$ cat src/rtl/memory_round_ctrl.sv
// rtl/memory_round_ctrl.sv - memory game round sequencer
// Plays back the symbol sequence, times the player's replies and owns the score.
module memory_round_ctrl #(
  parameter int CW      = 28,
  parameter int SW      = 8,
  parameter int KW      = 2,
  parameter int MAX_LEN = 16,
  parameter int GAP_CYC = 4
) (
  input  logic          clock_i,
  input  logic          rst_n_i,
  input  logic          start_i,
  input  logic [CW-1:0] count_value_i,
  input  logic [KW-1:0] pattern_code_i,
  input  logic          btn_valid_i,
  input  logic [KW-1:0] btn_code_i,
  output logic [SW-1:0] p_score_o,
  output logic [SW-1:0] seq_index_o,
  output logic          show_on_o,
  output logic          input_en_o,
  output logic          round_win_o,
  output logic          game_over_o,
  output logic          timeout_o
);

  typedef enum logic [2:0] {
    S_IDLE,
    S_SETTLE,
    S_SHOW,
    S_GAP,
    S_INPUT,
    S_ADVANCE,
    S_OVER
  } state_e;

  localparam logic [SW-1:0] LAST_CAP  = SW'(MAX_LEN - 1);
  localparam logic [SW-1:0] SCORE_MAX = '1;
  localparam logic [CW-1:0] GAP_LOAD  = CW'(GAP_CYC - 1);

  state_e        state_q, state_d;
  logic [SW-1:0] score_q, score_d;
  logic [SW-1:0] idx_q, idx_d;
  logic [CW-1:0] timer_q, timer_d;
  logic          timeout_q, timeout_d;

  logic [SW-1:0] last_idx;
  logic          expired;
  logic          press_ok;

  // Sequence length is score+1 capped at MAX_LEN; last_idx is that length minus one.
  assign last_idx = (score_q >= LAST_CAP) ? LAST_CAP : score_q;
  assign expired  = (timer_q == '0);
  assign press_ok = (btn_code_i == pattern_code_i);

  always_ff @(posedge clock_i or negedge rst_n_i) begin
    if (!rst_n_i) begin
      state_q   <= S_IDLE;
      score_q   <= '0;
      idx_q     <= '0;
      timer_q   <= '0;
      timeout_q <= 1'b0;
    end else begin
      state_q   <= state_d;
      score_q   <= score_d;
      idx_q     <= idx_d;
      timer_q   <= timer_d;
      timeout_q <= timeout_d;
    end
  end

  always_comb begin
    state_d   = state_q;
    score_d   = score_q;
    idx_d     = idx_q;
    timer_d   = timer_q;
    timeout_d = 1'b0;
    case (state_q)
      S_IDLE, S_OVER: begin
        if (start_i) begin
          score_d = '0;
          state_d = S_SETTLE;
        end
      end
      S_SETTLE: begin
        idx_d   = '0;
        timer_d = count_value_i;
        state_d = S_SHOW;
      end
      S_SHOW: begin
        if (expired) begin
          timer_d = GAP_LOAD;
          state_d = S_GAP;
        end else begin
          timer_d = timer_q - CW'(1);
        end
      end
      S_GAP: begin
        if (expired) begin
          timer_d = count_value_i;
          if (idx_q == last_idx) begin
            idx_d   = '0;
            state_d = S_INPUT;
          end else begin
            idx_d   = idx_q + SW'(1);
            state_d = S_SHOW;
          end
        end else begin
          timer_d = timer_q - CW'(1);
        end
      end
      S_INPUT: begin
        // A press on the expiry cycle still counts, so presses are decoded first.
        if (btn_valid_i) begin
          if (!press_ok) begin
            state_d = S_OVER;
          end else if (idx_q == last_idx) begin
            state_d = S_ADVANCE;
          end else begin
            idx_d   = idx_q + SW'(1);
            timer_d = count_value_i;
          end
        end else if (expired) begin
          timeout_d = 1'b1;
          state_d   = S_OVER;
        end else begin
          timer_d = timer_q - CW'(1);
        end
      end
      S_ADVANCE: begin
        score_d = (score_q == SCORE_MAX) ? score_q : score_q + SW'(1);
        state_d = S_SETTLE;
      end
      default: state_d = S_IDLE;
    endcase
  end

  assign p_score_o   = score_q;
  assign seq_index_o = idx_q;
  assign show_on_o   = (state_q == S_SHOW);
  assign input_en_o  = (state_q == S_INPUT);
  assign round_win_o = (state_q == S_ADVANCE);
  assign game_over_o = (state_q == S_OVER);
  assign timeout_o   = timeout_q;

endmodule

$ cat config.mk
export PLATFORM = sky130hd
export DESIGN_NAME = memory_round_ctrl
export DESIGN_NICKNAME = d
export VERILOG_FILES = /design/src/rtl/memory_round_ctrl.sv
export SDC_FILE = /design/constraint.sdc
export NUM_CORES = 1
export LEC_CHECK = 0
export BUFFER_PORTS_ARGS = -buffer_cell sky130_fd_sc_hd__buf_2
export CORE_AREA = 2 2 101 103
export CTS_BUF_LIST = sky130_fd_sc_hd__clkbuf_2 sky130_fd_sc_hd__clkbuf_4 sky130_fd_sc_hd__clkbuf_8
export CTS_CLUSTER_DIAMETER = 120
export DETAILED_ROUTE_END_ITERATION = 6
export DIE_AREA = 0 0 103 105
export GPL_TIMING_DRIVEN = 0
export SLEW_MARGIN = 20
export SYNTH_ARGS = -nofsm -noshare
export SYNTH_HDL_FRONTEND = slang
export SYNTH_SLANG_ARGS = --single-unit
export TNS_END_PERCENT = 5
$ cat constraint.sdc
create_clock -name clock_i -period 3.07 [get_ports clock_i]
set_input_delay 0.1535 -clock clock_i [delete_from_list [all_inputs] [get_ports clock_i]]
set_output_delay 0.1535 -clock clock_i [all_outputs]
set_load 0.005 [all_outputs]
Word level (Yosys, flattened, before mapping)
Index checks and enable logic that the tools add are counted.
Widths: inputs -> output; s select.
- bits of input ports: 36
- flip-flop bits (word level): 48
- magnitude comparators: 1
- equal/unequal tests: 21
- muxes and demuxes: 29
- reductions and logical operators: 10
- add/subtract/negate cells: 3
- operators with widths (kind ; number):
    $mux 28 ; 6
    $pmux 28 s4 ; 1
    $mux 8 ; 8
    $logic_not 28->1 ; 1
    $sub 28x1->28 const B ; 1
    $mux 3 ; 8
    $pmux 8 s3 ; 1
    $pmux 3 s6 ; 1
    $add 8x1->8 const B ; 2
    $pmux 8 s2 ; 1
    $ne 2x2->1 const B ; 5
    $reduce_and 5->1 ; 2
    $eq 3x3->1 const B ; 3
    $eq 8x8->1 ; 1
    $eq 8x8->1 const B ; 1
    $ge 8x4->1 const B ; 1
    $eq 3x2->1 const B ; 2
    $ne 3x2->1 const B ; 2
    $ne 3x3->1 const B ; 2
    $ne 2x1->1 const B ; 2
    $ne 4x3->1 const B ; 1
    $reduce_and 4->1 ; 1
    $reduce_bool 4->1 ; 1
    $eq 3x1->1 const B ; 1
    other kinds (7) ; 9

Depth between registers and ports, before layout
Gate-level depths: netlist of the first run.
- depth in word-level cells: 7
- mapped depth: 10

Worst setup path after synthesis of the first run
No wires, ideal clock.
- path type: flip-flop to flip-flop
- from: register timer_q[11]
- to: register idx_q[3], in the netlist seq_index_o[3]
- cell stages (with the launch flop): 8
- path slack: 503 ps
- period minus slack after synthesis: 2567 ps
- library setup time: 120 ps
- arrival time: 2447 ps
- cells stage by stage: dfrtp_1 -> or4_4 -> nor4_4 -> nand4_4 -> a211oi_2 -> a31oi_2 -> or4_1 -> o211a_1
- word-level cells in the longest chain between the ends: 3
- ends and longest elaborated chain (element ; line ; RTL):
    start: declaration ; 43 ; logic [CW-1:0] timer_q, timer_d;
    start signal: assignment ; 66 ; timer_q <= timer_d;
    $logic_not 28->1 ; 52 ; assign expired = (timer_q == '0);
    $ne 2x2->1 (no line) ; - ;
    $reduce_and 5->1 (no line) ; - ;
    end signal: assignment ; 65 ; idx_q <= idx_d;
    end: declaration ; 42 ; logic [SW-1:0] idx_q, idx_d;
No other way between the ends.
A chain may end at the register's enable or synchronous reset.

Final worst setup path of the first run
- from: register timer_q[11]
- to: register timer_q[22]
- word-level cells in the longest chain between the ends: 4
- elaborated cells between the ends (all ways): 9
- ends and longest elaborated chain (element ; line ; RTL):
    $sub 28x1->28 ; 94, 108, 126 ;
    $mux 28 ; 122 ; end else if (expired) begin
    $mux 28 ; 113 ; if (btn_valid_i) begin
    $pmux 28 s4 ; 77 ; case (state_q)
Parallel ways exist; a longest one is shown, timed or not. The select of a mux whose other input is x is not followed.

==> results.json, run 1 <==
{
  "finalClockSkew_ns": 0.006731,
  "syn_inst": 406,
  "timing_hold_violations_final": 0,
  "fillers": 1022,
  "worst_slack_ns": 0.2006,
  "die_h_um": 105,
  "finalWeightedCongestion": 0.8649,
  "synth_warnings": 0,
  "cp_data_arrival_time_ns": 3.11,
  "grt.total_usage_pct": 19.12,
  "residual_overflow_from_global_routing": 0,
  "drt-total-wl_um": 10040,
  "yosys_most_used_dff": "sky130_fd_sc_hd__dfrtp_1",
  "overall_power_mw": 3.953,
  "timing.final.setup_violations": 0,
  "multiInputGateArea_um2": 1946,
  "setup_total_negative_slack_ns": 0,
  "run_status": "completed",
  "initial_antenna_violation_count": 0,
  "row_cnt": 36,
  "tritoncts": "yes",
  "die_area_um2": 10820,
  "port_buffers": 55,
  "synth.lib_cells_used.distinct": 62,
  "cts_setup_buffers": 0,
  "drt_first_iter_violations": 167,
  "seq_area_um2": 1201,
  "headroom_to_the_max_slew_limit_pct": 55.05,
  "cts_buffer_depth": 2,
  "critPathMaxFanout": 10,
  "synthesis.nets": 446,
  "numCtsBuffers": 5,
  "first_global_vias": 3279,
  "top_level_ports": 57,
  "synth_edf_count": 0,
  "power_report.internal_total_mw": 1.910,
  "drt_first_pass_iters": 5,
  "hold-path-cell-count": 3,
  "h_tree_depth": 2,
  "post_dp_cell_area_um2": 3762,
  "power-per-cell-area_nw_per_um2": 1018,
  "remaining_drc_errors": 0,
  "vias_per_cell": 5.773,
  "fraction_of_layout_cells_with_a_size_suffix_above_1_pct": 20.64,
  "areaGrowthSynthToFinish_pct": 16.97,
  "critPathKind": "reg -> reg",
  "post-route-period-util_pct": 93.47,
  "chipWidth_um": 103,
  "grt_pass1_wl_um": 16440,
  "irDropWorstVdd_mv": 0.4731,
  "num_antenna_cells": 0,
  "dp.cells": 594,
  "netlist_top_cells_area": "sky130_fd_sc_hd__dfrtp_1 (36%), sky130_fd_sc_hd__a21oi_1 (8.1%), sky130_fd_sc_hd__o21ai_0 (5.3%)",
  "power_switching_mw": 2.043,
  "p_sw_share_pct": 51.69,
  "synth_area_per_cell_um2": 8.173,
  "clock.fmax_ghz": 0.3485,
  "startpoint_type_of_the_worst_setup_path": "flip-flop",
  "grt_setup_unrepaired": "false",
  "worstRegToRegCells": 8,
  "worst_case_setup_slack_after_placement_ns": 0.03756,
  "hp-class": "in -> reg",
  "share_comb_of_total_power_pct": 60.1,
  "end_kind": "flip-flop",
  "clk_latency_ns": 0.31,
  "start_util_pct": 34.42,
  "critPathRequiredTime_ns": 3.31,
  "static_leakage_nw": 1.665,
  "nets": 509,
  "hpwl_um": 7053,
  "cts.sink_count": 48,
  "route.antenna.remaining_nets": 0,
  "synth_top_cell_area_share_pct": 36.20,
  "clock_power_share_pct": 11.0,
  "post_drt_wl_per_cell_um": 16.66,
  "postSynth.asyncResetShare_pct": 100.0,
  "slew_viol_final": 0,
  "share_seq_of_total_power_pct": 28.9,
  "max_cap_violations": 0,
  "cts.reportedPaths.clkPinSlew_ns": 0.09,
  "synth_seq_area_share_pct": 36.20,
  "vias": 3481,
  "finalWorstPathRequiredPeriod_ns": 2.869,
  "stdcell_area_um2": 3881,
  "coreArea_um2": 9639,
  "syn-cell-area_um2": 3318,
  "synth.ff_latch_count": 48,
  "synth_largest_area_cell": "sky130_fd_sc_hd__dfrtp_1",
  "grt_start_max_net_pins": 49,
  "cts_root_buffer": "sky130_fd_sc_hd__clkbuf_8",
  "tightestPinTransition_ns": 0.6742,
  "layout.cells.non_filler": 603
}
[synth_stat cells (2+ instances only)]
cell and n:
sky130_fd_sc_hd__o21bai_1 5, sky130_fd_sc_hd__mux2_2 2, sky130_fd_sc_hd__o21ai_0 35, sky130_fd_sc_hd__ha_1 4, sky130_fd_sc_hd__o31ai_1 4, sky130_fd_sc_hd__or4_1 3
sky130_fd_sc_hd__a21oi_1 54, sky130_fd_sc_hd__nor2_1 30, sky130_fd_sc_hd__nand3_1 14, sky130_fd_sc_hd__buf_2 7, sky130_fd_sc_hd__xor2_1 4, sky130_fd_sc_hd__clkbuf_1 12
sky130_fd_sc_hd__nor3_1 17, sky130_fd_sc_hd__and2_1 2, sky130_fd_sc_hd__nor4_1 8, sky130_fd_sc_hd__a211oi_1 5, sky130_fd_sc_hd__nand2_1 32, sky130_fd_sc_hd__dfrtp_1 48
sky130_fd_sc_hd__inv_1 19, sky130_fd_sc_hd__a22o_1 7, sky130_fd_sc_hd__o22ai_1 2, sky130_fd_sc_hd__and3_1 5, sky130_fd_sc_hd__a311oi_1 10, sky130_fd_sc_hd__xnor2_1 5
sky130_fd_sc_hd__a31oi_1 26, sky130_fd_sc_hd__nand4bb_1 2, sky130_fd_sc_hd__a21o_1 3, sky130_fd_sc_hd__or3_1 4, sky130_fd_sc_hd__or2_2 3, sky130_fd_sc_hd__a31o_2 2
[layout by cell type, fill, tap and decap left out, types with 3 or more instances in the layout]
cell	instances
sky130_fd_sc_hd__or3_1	4
sky130_fd_sc_hd__nor3_1	17
sky130_fd_sc_hd__a211oi_1	5
sky130_fd_sc_hd__a31oi_1	26
sky130_fd_sc_hd__o31ai_1	4
sky130_fd_sc_hd__a21o_1	3
sky130_fd_sc_hd__clkbuf_1	8
sky130_fd_sc_hd__and3_1	5
sky130_fd_sc_hd__o21ai_0	34
sky130_fd_sc_hd__a22o_1	7
sky130_fd_sc_hd__o21bai_1	5
sky130_fd_sc_hd__or2_2	3
sky130_fd_sc_hd__nand3_1	14
sky130_fd_sc_hd__a21oi_1	54
sky130_fd_sc_hd__a311oi_1	10
sky130_fd_sc_hd__nand2_1	32
sky130_fd_sc_hd__dfrtp_1	48
sky130_fd_sc_hd__buf_2	61
sky130_fd_sc_hd__xnor2_1	5
sky130_fd_sc_hd__clkbuf_2	4
sky130_fd_sc_hd__nor4_1	7
sky130_fd_sc_hd__ha_1	4
sky130_fd_sc_hd__inv_1	19
sky130_fd_sc_hd__clkbuf_8	6
sky130_fd_sc_hd__nor2_1	30
sky130_fd_sc_hd__or4_1	3
sky130_fd_sc_hd__xor2_1	4
[worst max-delay path: stages, from the launching register on]
cell                       delay, ns
sky130_fd_sc_hd__dfrtp_1        0.45
sky130_fd_sc_hd__or4_4          0.56
sky130_fd_sc_hd__nor4_4         0.35
sky130_fd_sc_hd__and4_2         0.37
sky130_fd_sc_hd__o22ai_1        0.15
sky130_fd_sc_hd__a31oi_4        0.36
sky130_fd_sc_hd__buf_2          0.32
sky130_fd_sc_hd__a311oi_1       0.08
sky130_fd_sc_hd__a21oi_1        0.16
[stage by stage]
stage	utilization, %	hold WS [ns]
2_1_floorplan	-	-0.1421
3_3_place_gp	39.01	0.4319
3_5_place_dp	39.03	0.2310
4_1_cts	40.16	0.1145
5_1_grt	40.26	0.1234
6_report	40.26	0.1204
[area by class of cell]
type,instances,share of cell area [%]
Tap cell,133,4.288
Inverter,20,1.934
Multi-Input combinational cell,316,50.13
Buffer,22,2.772
Clock buffer,8,2.515
Timing Repair Buffer,56,7.415
Sequential cell,48,30.95
[per-layer routing]
metal  track usage (%)  share of wire, %  up-vias  wire length, µm
li1                  -                 -     1661                -
met1             25.80                45     1693             4512
met2             31.31                47      117             4724
met3             3.612               6.8       10              681
met4             4.605               1.3        0              126
met5                 0                 0        -                0
[what timing repair did]
action | in CTS | in global routing
pin swaps | 0 | 1
endpoints found under the setup margin | 2 | 24
resized for setup | 1 | 8
hold buffers | 1 | 0
hold endpoints to repair | 48 | 0
cloned | 0 | 0
[state kept, by name (all words and copies together), names as in the netlist]
| register | count |
|---|---|
| p_score_o | 8 |
| seq_index_o | 8 |
| timer_q | 28 |
| timeout_o | 1 |
| state_q | 3 |
[worst paths after layout]
kind                       slack [ns]                         end                     from
max in group asynchronous        2.20     timer_q[10]$_DFFE_PN0P_                  rst_n_i
setup reg to reg                 0.20     timer_q[22]$_DFFE_PN0P_  timer_q[11]$_DFFE_PN0P_
hold / removal                   0.12     timer_q[16]$_DFFE_PN0P_        count_value_i[16]
min in group asynchronous        0.41  seq_index_o[5]$_DFFE_PN0P_                  rst_n_i
hold reg to reg                  0.54     timer_q[19]$_DFFE_PN0P_  timer_q[19]$_DFFE_PN0P_
setup / recovery                 0.20     timer_q[22]$_DFFE_PN0P_  timer_q[11]$_DFFE_PN0P_
[power groups by stage]
stage / Combinational, mW / Sequential [mW] / Clock [mW]
2_1_floorplan: 1.70 / 1.08 / 0
3_3_place_gp: 2.30 / 1.14 / 0
3_5_place_dp: 2.34 / 1.14 / 0
4_1_cts: 2.35 / 1.13 / 0.446
5_1_grt: 2.64 / 1.18 / 0.480
6_report: 2.38 / 1.14 / 0.435
[cells by family (layout without fill, tap and decap cells)]
| logic type | after synthesis | in the layout | synth area share, % |
|---|---|---|---|
| buffers and inverters | 42 | 106 | 5.354 |
| XOR/XNOR | 9 | 9 | 2.375 |
| AND/OR/NAND/NOR | 133 | 133 | 21.53 |
| multiplexers | 2 | 2 | 0.6787 |
| AO/OA/AOI/OAI | 168 | 168 | 32.35 |
| flip-flops | 48 | 48 | 36.20 |
| adder cells (fa/ha/maj) | 4 | 4 | 1.508 |
(Power assumes the default switching activity.)
==> run 2: changes to the inputs <==
Settings changed: PLACE_DENSITY set to 0.64, RECOVER_POWER set to 100.
==> results.json, run 2 (synthesized netlist as in run 1, its figures left out) <==
{
  "run_status": "completed",
  "top_level_ports": 57,
  "end_kind": "flip-flop",
  "cts.sink_count": 48,
  "start_util_pct": 34.42,
  "critPathMaxFanout": 10,
  "tritoncts": "yes",
  "cp_bufs_invs": 1,
  "timing_hold_violations_final": 0,
  "flip_flop_count_of_the_largest_register_after_layout": 28,
  "route.antenna.remaining_nets": 0,
  "finalWeightedCongestion": 0.8707,
  "cts_setup_buffers": 0,
  "layout.cells.most_common_list": "sky130_fd_sc_hd__a21oi_1 (54), sky130_fd_sc_hd__buf_2 (48), sky130_fd_sc_hd__dfrtp_1 (48)",
  "vias_per_cell": 5.748,
  "startpoint_type_of_the_worst_setup_path": "flip-flop",
  "grt_pass1_wl_um": 16080,
  "critical-path-top-delay-family": "simple AND/OR/NAND/NOR gates",
  "vias": 3449,
  "headroom_to_the_max_slew_limit_pct": 14.69,
  "seq_area_um2": 1201,
  "finalWorstPathRequiredPeriod_ns": 2.950,
  "critPathRequiredTime_ns": 3.30,
  "coreArea_um2": 9639,
  "slew_viol_final": 0,
  "cts.reportedPaths.clkPinSlew_ns": 0.09,
  "critical_path.cell_chain": "or4_4 -> nor4_4 -> nand4_4 -> a21oi_4 -> clkbuf_1 -> o21ai_0 -> a21oi_1",
  "finalClockSkew_ns": 0.005914,
  "layout.cells.non_filler": 600,
  "nets": 509,
  "timing.critical_path.slowest_cell_delay_ns": 0.56,
  "power-per-cell-area_nw_per_um2": 1008,
  "layout.cells.most_common": "sky130_fd_sc_hd__a21oi_1",
  "hp-class": "in -> reg",
  "irDropWorstVdd_mv": 0.5951,
  "drt-total-wl_um": 9896,
  "hold_ws_ns": 0.1427,
  "post-route-period-util_pct": 96.09,
  "fraction_of_layout_cells_with_a_size_suffix_above_1_pct": 16.70,
  "chipWidth_um": 103,
  "remaining_drc_errors": 0,
  "critPathKind": "reg -> reg",
  "multiInputGateArea_um2": 1939,
  "first_global_vias": 3295,
  "cts_root_buffer": "sky130_fd_sc_hd__clkbuf_8",
  "initial_antenna_violation_count": 0,
  "max_cap_violations": 0,
  "drt_first_pass_iters": 5,
  "grt_setup_unrepaired": "true",
  "tightestPinTransition_ns": 1.280,
  "fillers": 1044,
  "post_drt_wl_per_cell_um": 16.49,
  "die_area_um2": 10820,
  "residual_overflow_from_global_routing": 0,
  "areaGrowthSynthToFinish_pct": 15.27,
  "clk_latency_ns": 0.30,
  "num_antenna_cells": 0,
  "drt_first_iter_violations": 229,
  "static_leakage_nw": 1.582,
  "port_buffers": 55,
  "grt.total_usage_pct": 18.38,
  "dp.cells": 594,
  "clock.fmax_ghz": 0.3390,
  "cp_data_arrival_time_ns": 3.18,
  "numCtsBuffers": 5,
  "h_tree_depth": 2,
  "max_flop_register": "timer_q",
  "timing.final.setup_violations": 0,
  "row_cnt": 36,
  "worst_path_max_delay_cell": "sky130_fd_sc_hd__or4_4",
  "die_h_um": 105,
  "hpwl_um": 6943,
  "grt_start_max_net_pins": 49,
  "cts_buffer_depth": 2
}
run 2: per-layer routing:
layer | wire length, µm | GRT usage, % | vias to the layer above | share of wire (%)
met3 | 677 | 2.742 | 10 | 6.8
met5 | 0 | 0 | - | 0
li1 | - | - | 1652 | -
met2 | 4628 | 29.87 | 142 | 47
met4 | 103 | 3.853 | 0 | 1.0
met1 | 4488 | 25.72 | 1645 | 45
run 2: stage by stage:
stage          instance area (µm²)  setup slack (ns)  total power, mW   TNS, ns  utilization (%)
3_3_place_gp                  3760            0.1034            3.417         0            39.01
4_1_cts                       3841           0.05846            3.816         0            39.85
3_5_place_dp                  3762           0.08158            3.453         0            39.03
2_1_floorplan                 3318            0.5029            2.786         0                -
5_1_grt                       3825          -0.01069            4.169  -0.01989            39.68
6_report                      3825            0.1201            3.854         0            39.68
run 2: path summary, 6_finish.rpt:
kind / start / to / slack, ns / depth (start not counted)
worst min-delay path: count_value_i[2] / timer_q[2]$_DFFE_PN0P_ / 0.14 / 3
worst max-delay path: timer_q[11]$_DFFE_PN0P_ / timer_q[19]$_DFFE_PN0P_ / 0.12 / 7
worst min register to register: timer_q[19]$_DFFE_PN0P_ / timer_q[19]$_DFFE_PN0P_ / 0.54 / 2
max in group asynchronous: rst_n_i / state_q[0]$_DFFE_PN0P_ / 1.62 / 2
min in group asynchronous: rst_n_i / seq_index_o[2]$_DFFE_PN0P_ / 0.65 / 2
worst max register to register: timer_q[11]$_DFFE_PN0P_ / timer_q[19]$_DFFE_PN0P_ / 0.12 / 7
run 2: worst min-delay path, cell delays in order:
cell                       delay, ns
sky130_fd_sc_hd__buf_2          0.08
sky130_fd_sc_hd__a311oi_1       0.07
sky130_fd_sc_hd__a21oi_1        0.10
run 2: cell type report:
cell class                      count  area share (%)
Inverter                           20           1.963
Timing Repair Buffer               56           7.033
Tap cell                          133           4.351
Multi-Input combinational cell    316           50.70
Sequential cell                    48           31.40
Buffer                             22           2.748
Clock buffer                        5           1.799
run 2: repair_timing:
item / CTS / global route
endpoints found under the setup margin: 0 / 18
endpoints found under the hold margin: 48 / 0
resized for setup: 0 / 4
hold buffers: 1 / 0
run 2: power breakdown:
part	total (mW)	internal [mW]	switching, mW	leakage, nW
Clock	0.355	0.148	0.208	0.0359
Sequential	1.14	0.874	0.268	0.607
Combinational	2.36	0.827	1.53	0.940
Total	3.85	1.85	2.01	1.58
==> run 3: changes to the inputs <==
Settings changed: MAX_ROUTING_LAYER set to met4.
==> results.json, run 3 (synthesized netlist as in run 1, its figures left out) <==
{
  "cts_buffer_depth": 2,
  "fillers": 1044,
  "reg2reg_setup_slack_ns": 0.12,
  "worst_path_max_delay_cell": "sky130_fd_sc_hd__or4_4",
  "end_kind": "flip-flop",
  "max_flop_register": "timer_q",
  "hold_ws_ns": 0.1427,
  "grt_setup_unrepaired": "true",
  "timing.final.setup_violations": 0,
  "multiInputGateArea_um2": 1939,
  "overall_power_mw": 3.850,
  "flip_flop_count_of_the_largest_register_after_layout": 28,
  "critical-path-top-delay-family": "simple AND/OR/NAND/NOR gates",
  "static_leakage_nw": 1.582,
  "post-route-period-util_pct": 96.07,
  "timing.critical_path.slowest_cell_delay_ns": 0.56,
  "route.antenna.remaining_nets": 0,
  "die_area_um2": 10820,
  "vias_per_cell": 5.755,
  "slew_viol_final": 0,
  "first_global_vias": 3295,
  "initial_antenna_violation_count": 0,
  "worstReg2RegStart": "timer_q[11]$_DFFE_PN0P_",
  "run_status": "completed",
  "p_sw_share_pct": 51.99,
  "power_report.internal_total_mw": 1.848,
  "vias": 3453,
  "grt_pass1_wl_um": 16090,
  "port_buffers": 55,
  "startpoint": "timer_q[11]$_DFFE_PN0P_",
  "tightestPinTransition_ns": 1.276,
  "power_switching_mw": 2.001,
  "grt.total_usage_pct": 18.88,
  "share_comb_of_total_power_pct": 61.1,
  "num_antenna_cells": 0,
  "max_cap_violations": 0,
  "finalWeightedCongestion": 0.8849,
  "drt_first_pass_iters": 5,
  "critPathKind": "reg -> reg",
  "layout.cells.most_common_list": "sky130_fd_sc_hd__a21oi_1 (54), sky130_fd_sc_hd__buf_2 (48), sky130_fd_sc_hd__dfrtp_1 (48)",
  "chipWidth_um": 103,
  "hold_path_startpoint": "count_value_i[2]",
  "layout.cells.most_common": "sky130_fd_sc_hd__a21oi_1",
  "clk_latency_ns": 0.30,
  "coreArea_um2": 9639,
  "h_tree_depth": 2,
  "tritoncts": "yes",
  "timing_hold_violations_final": 0,
  "critPathMaxFanout": 10,
  "startpoint_type_of_the_worst_setup_path": "flip-flop",
  "cts.sink_count": 48,
  "worstRegToRegCells": 7,
  "clock.fmax_ghz": 0.3391,
  "drt_first_iter_violations": 229,
  "hp-class": "in -> reg",
  "cp_bufs_invs": 1,
  "headroom_to_the_max_slew_limit_pct": 14.94,
  "die_h_um": 105,
  "power-per-cell-area_nw_per_um2": 1007,
  "areaGrowthSynthToFinish_pct": 15.27,
  "grt_start_max_net_pins": 49,
  "cts.reportedPaths.clkPinSlew_ns": 0.09,
  "critPathRequiredTime_ns": 3.30,
  "worst_slack_ns": 0.1208,
  "irDropWorstVdd_mv": 0.5943,
  "worst_case_setup_slack_after_placement_ns": 0.08158,
  "numCtsBuffers": 5,
  "setup_total_negative_slack_ns": 0,
  "critical_path.reg2reg.endpoint": "timer_q[19]$_DFFE_PN0P_",
  "hpwl_um": 6943,
  "cp_data_arrival_time_ns": 3.18,
  "row_cnt": 36,
  "drt-total-wl_um": 9863,
  "hold_end": "timer_q[2]$_DFFE_PN0P_",
  "cts_root_buffer": "sky130_fd_sc_hd__clkbuf_8",
  "start_util_pct": 34.42,
  "top_level_ports": 57,
  "remaining_drc_errors": 0,
  "finalClockSkew_ns": 0.005298,
  "critical_path.cell_chain": "or4_4 -> nor4_4 -> nand4_4 -> a21oi_4 -> clkbuf_1 -> o21ai_0 -> a21oi_1",
  "share_seq_of_total_power_pct": 29.7,
  "residual_overflow_from_global_routing": 0,
  "finalWorstPathRequiredPeriod_ns": 2.949,
  "fraction_of_layout_cells_with_a_size_suffix_above_1_pct": 16.70,
  "nets": 509,
  "hold-path-cell-count": 3,
  "post_drt_wl_per_cell_um": 16.44,
  "clock_power_share_pct": 9.2,
  "seq_area_um2": 1201
}
==> run 3: worst max path at each step <==
stage | cells after the start | slack [ns] | to
3_5_place_dp | 7 | 0.08 | timer_q[21]$_DFFE_PN0P_
5_1_grt | 7 | -0.01 | timer_q[13]$_DFFE_PN0P_
3_3_place_gp | 7 | 0.10 | timer_q[21]$_DFFE_PN0P_
2_1_floorplan | 7 | 0.50 | seq_index_o[3]$_DFFE_PN0P_
6_report | 7 | 0.12 | timer_q[19]$_DFFE_PN0P_
4_1_cts | 7 | 0.06 | timer_q[15]$_DFFE_PN0P_
==> run 3: power groups by stage <==
stage          clock network [mW]  registers, mW  logic (mW)
3_3_place_gp                    0           1.14        2.28
4_1_cts                     0.368           1.13        2.32
6_report                    0.355           1.14        2.35
5_1_grt                     0.396           1.17        2.60
3_5_place_dp                    0           1.14        2.31
2_1_floorplan                   0           1.08        1.70
==> run 3: layout make-up <==
type	count	share of cell area [%]
Tap cell	133	4.351
Inverter	20	1.963
Sequential cell	48	31.40
Multi-Input combinational cell	316	50.70
Clock buffer	5	1.799
Timing Repair Buffer	56	7.033
Buffer	22	2.748
==> run 3: per-stage QoR <==
stage | util [%] | instances | area (µm²)
6_report | 39.68 | 600 | 3825
5_1_grt | 39.68 | 600 | 3825
4_1_cts | 39.85 | 600 | 3841
3_5_place_dp | 39.03 | 594 | 3762
3_3_place_gp | 39.01 | 594 | 3760
2_1_floorplan | - | 406 | 3318
==> run 3: per-layer routing <==
| metal | wire length (µm) | track usage [%] |
|---|---|---|
| met4 | 105 | 3.853 |
| met1 | 4460 | 25.93 |
| met2 | 4564 | 29.87 |
| met3 | 734 | 2.408 |
| met5 | 0 | - |
==> run 3: worst min-delay path, stage by stage <==
cell,delay (ns)
sky130_fd_sc_hd__buf_2,0.08
sky130_fd_sc_hd__a311oi_1,0.07
sky130_fd_sc_hd__a21oi_1,0.10
==> run 3: repair_timing <==
action                                 CTS  global route
gates resized for setup                  0             4
endpoints found under the hold margin   48             0
setup buffers                            0             0
hold buffers                             1             0
setup endpoints to repair                0            18
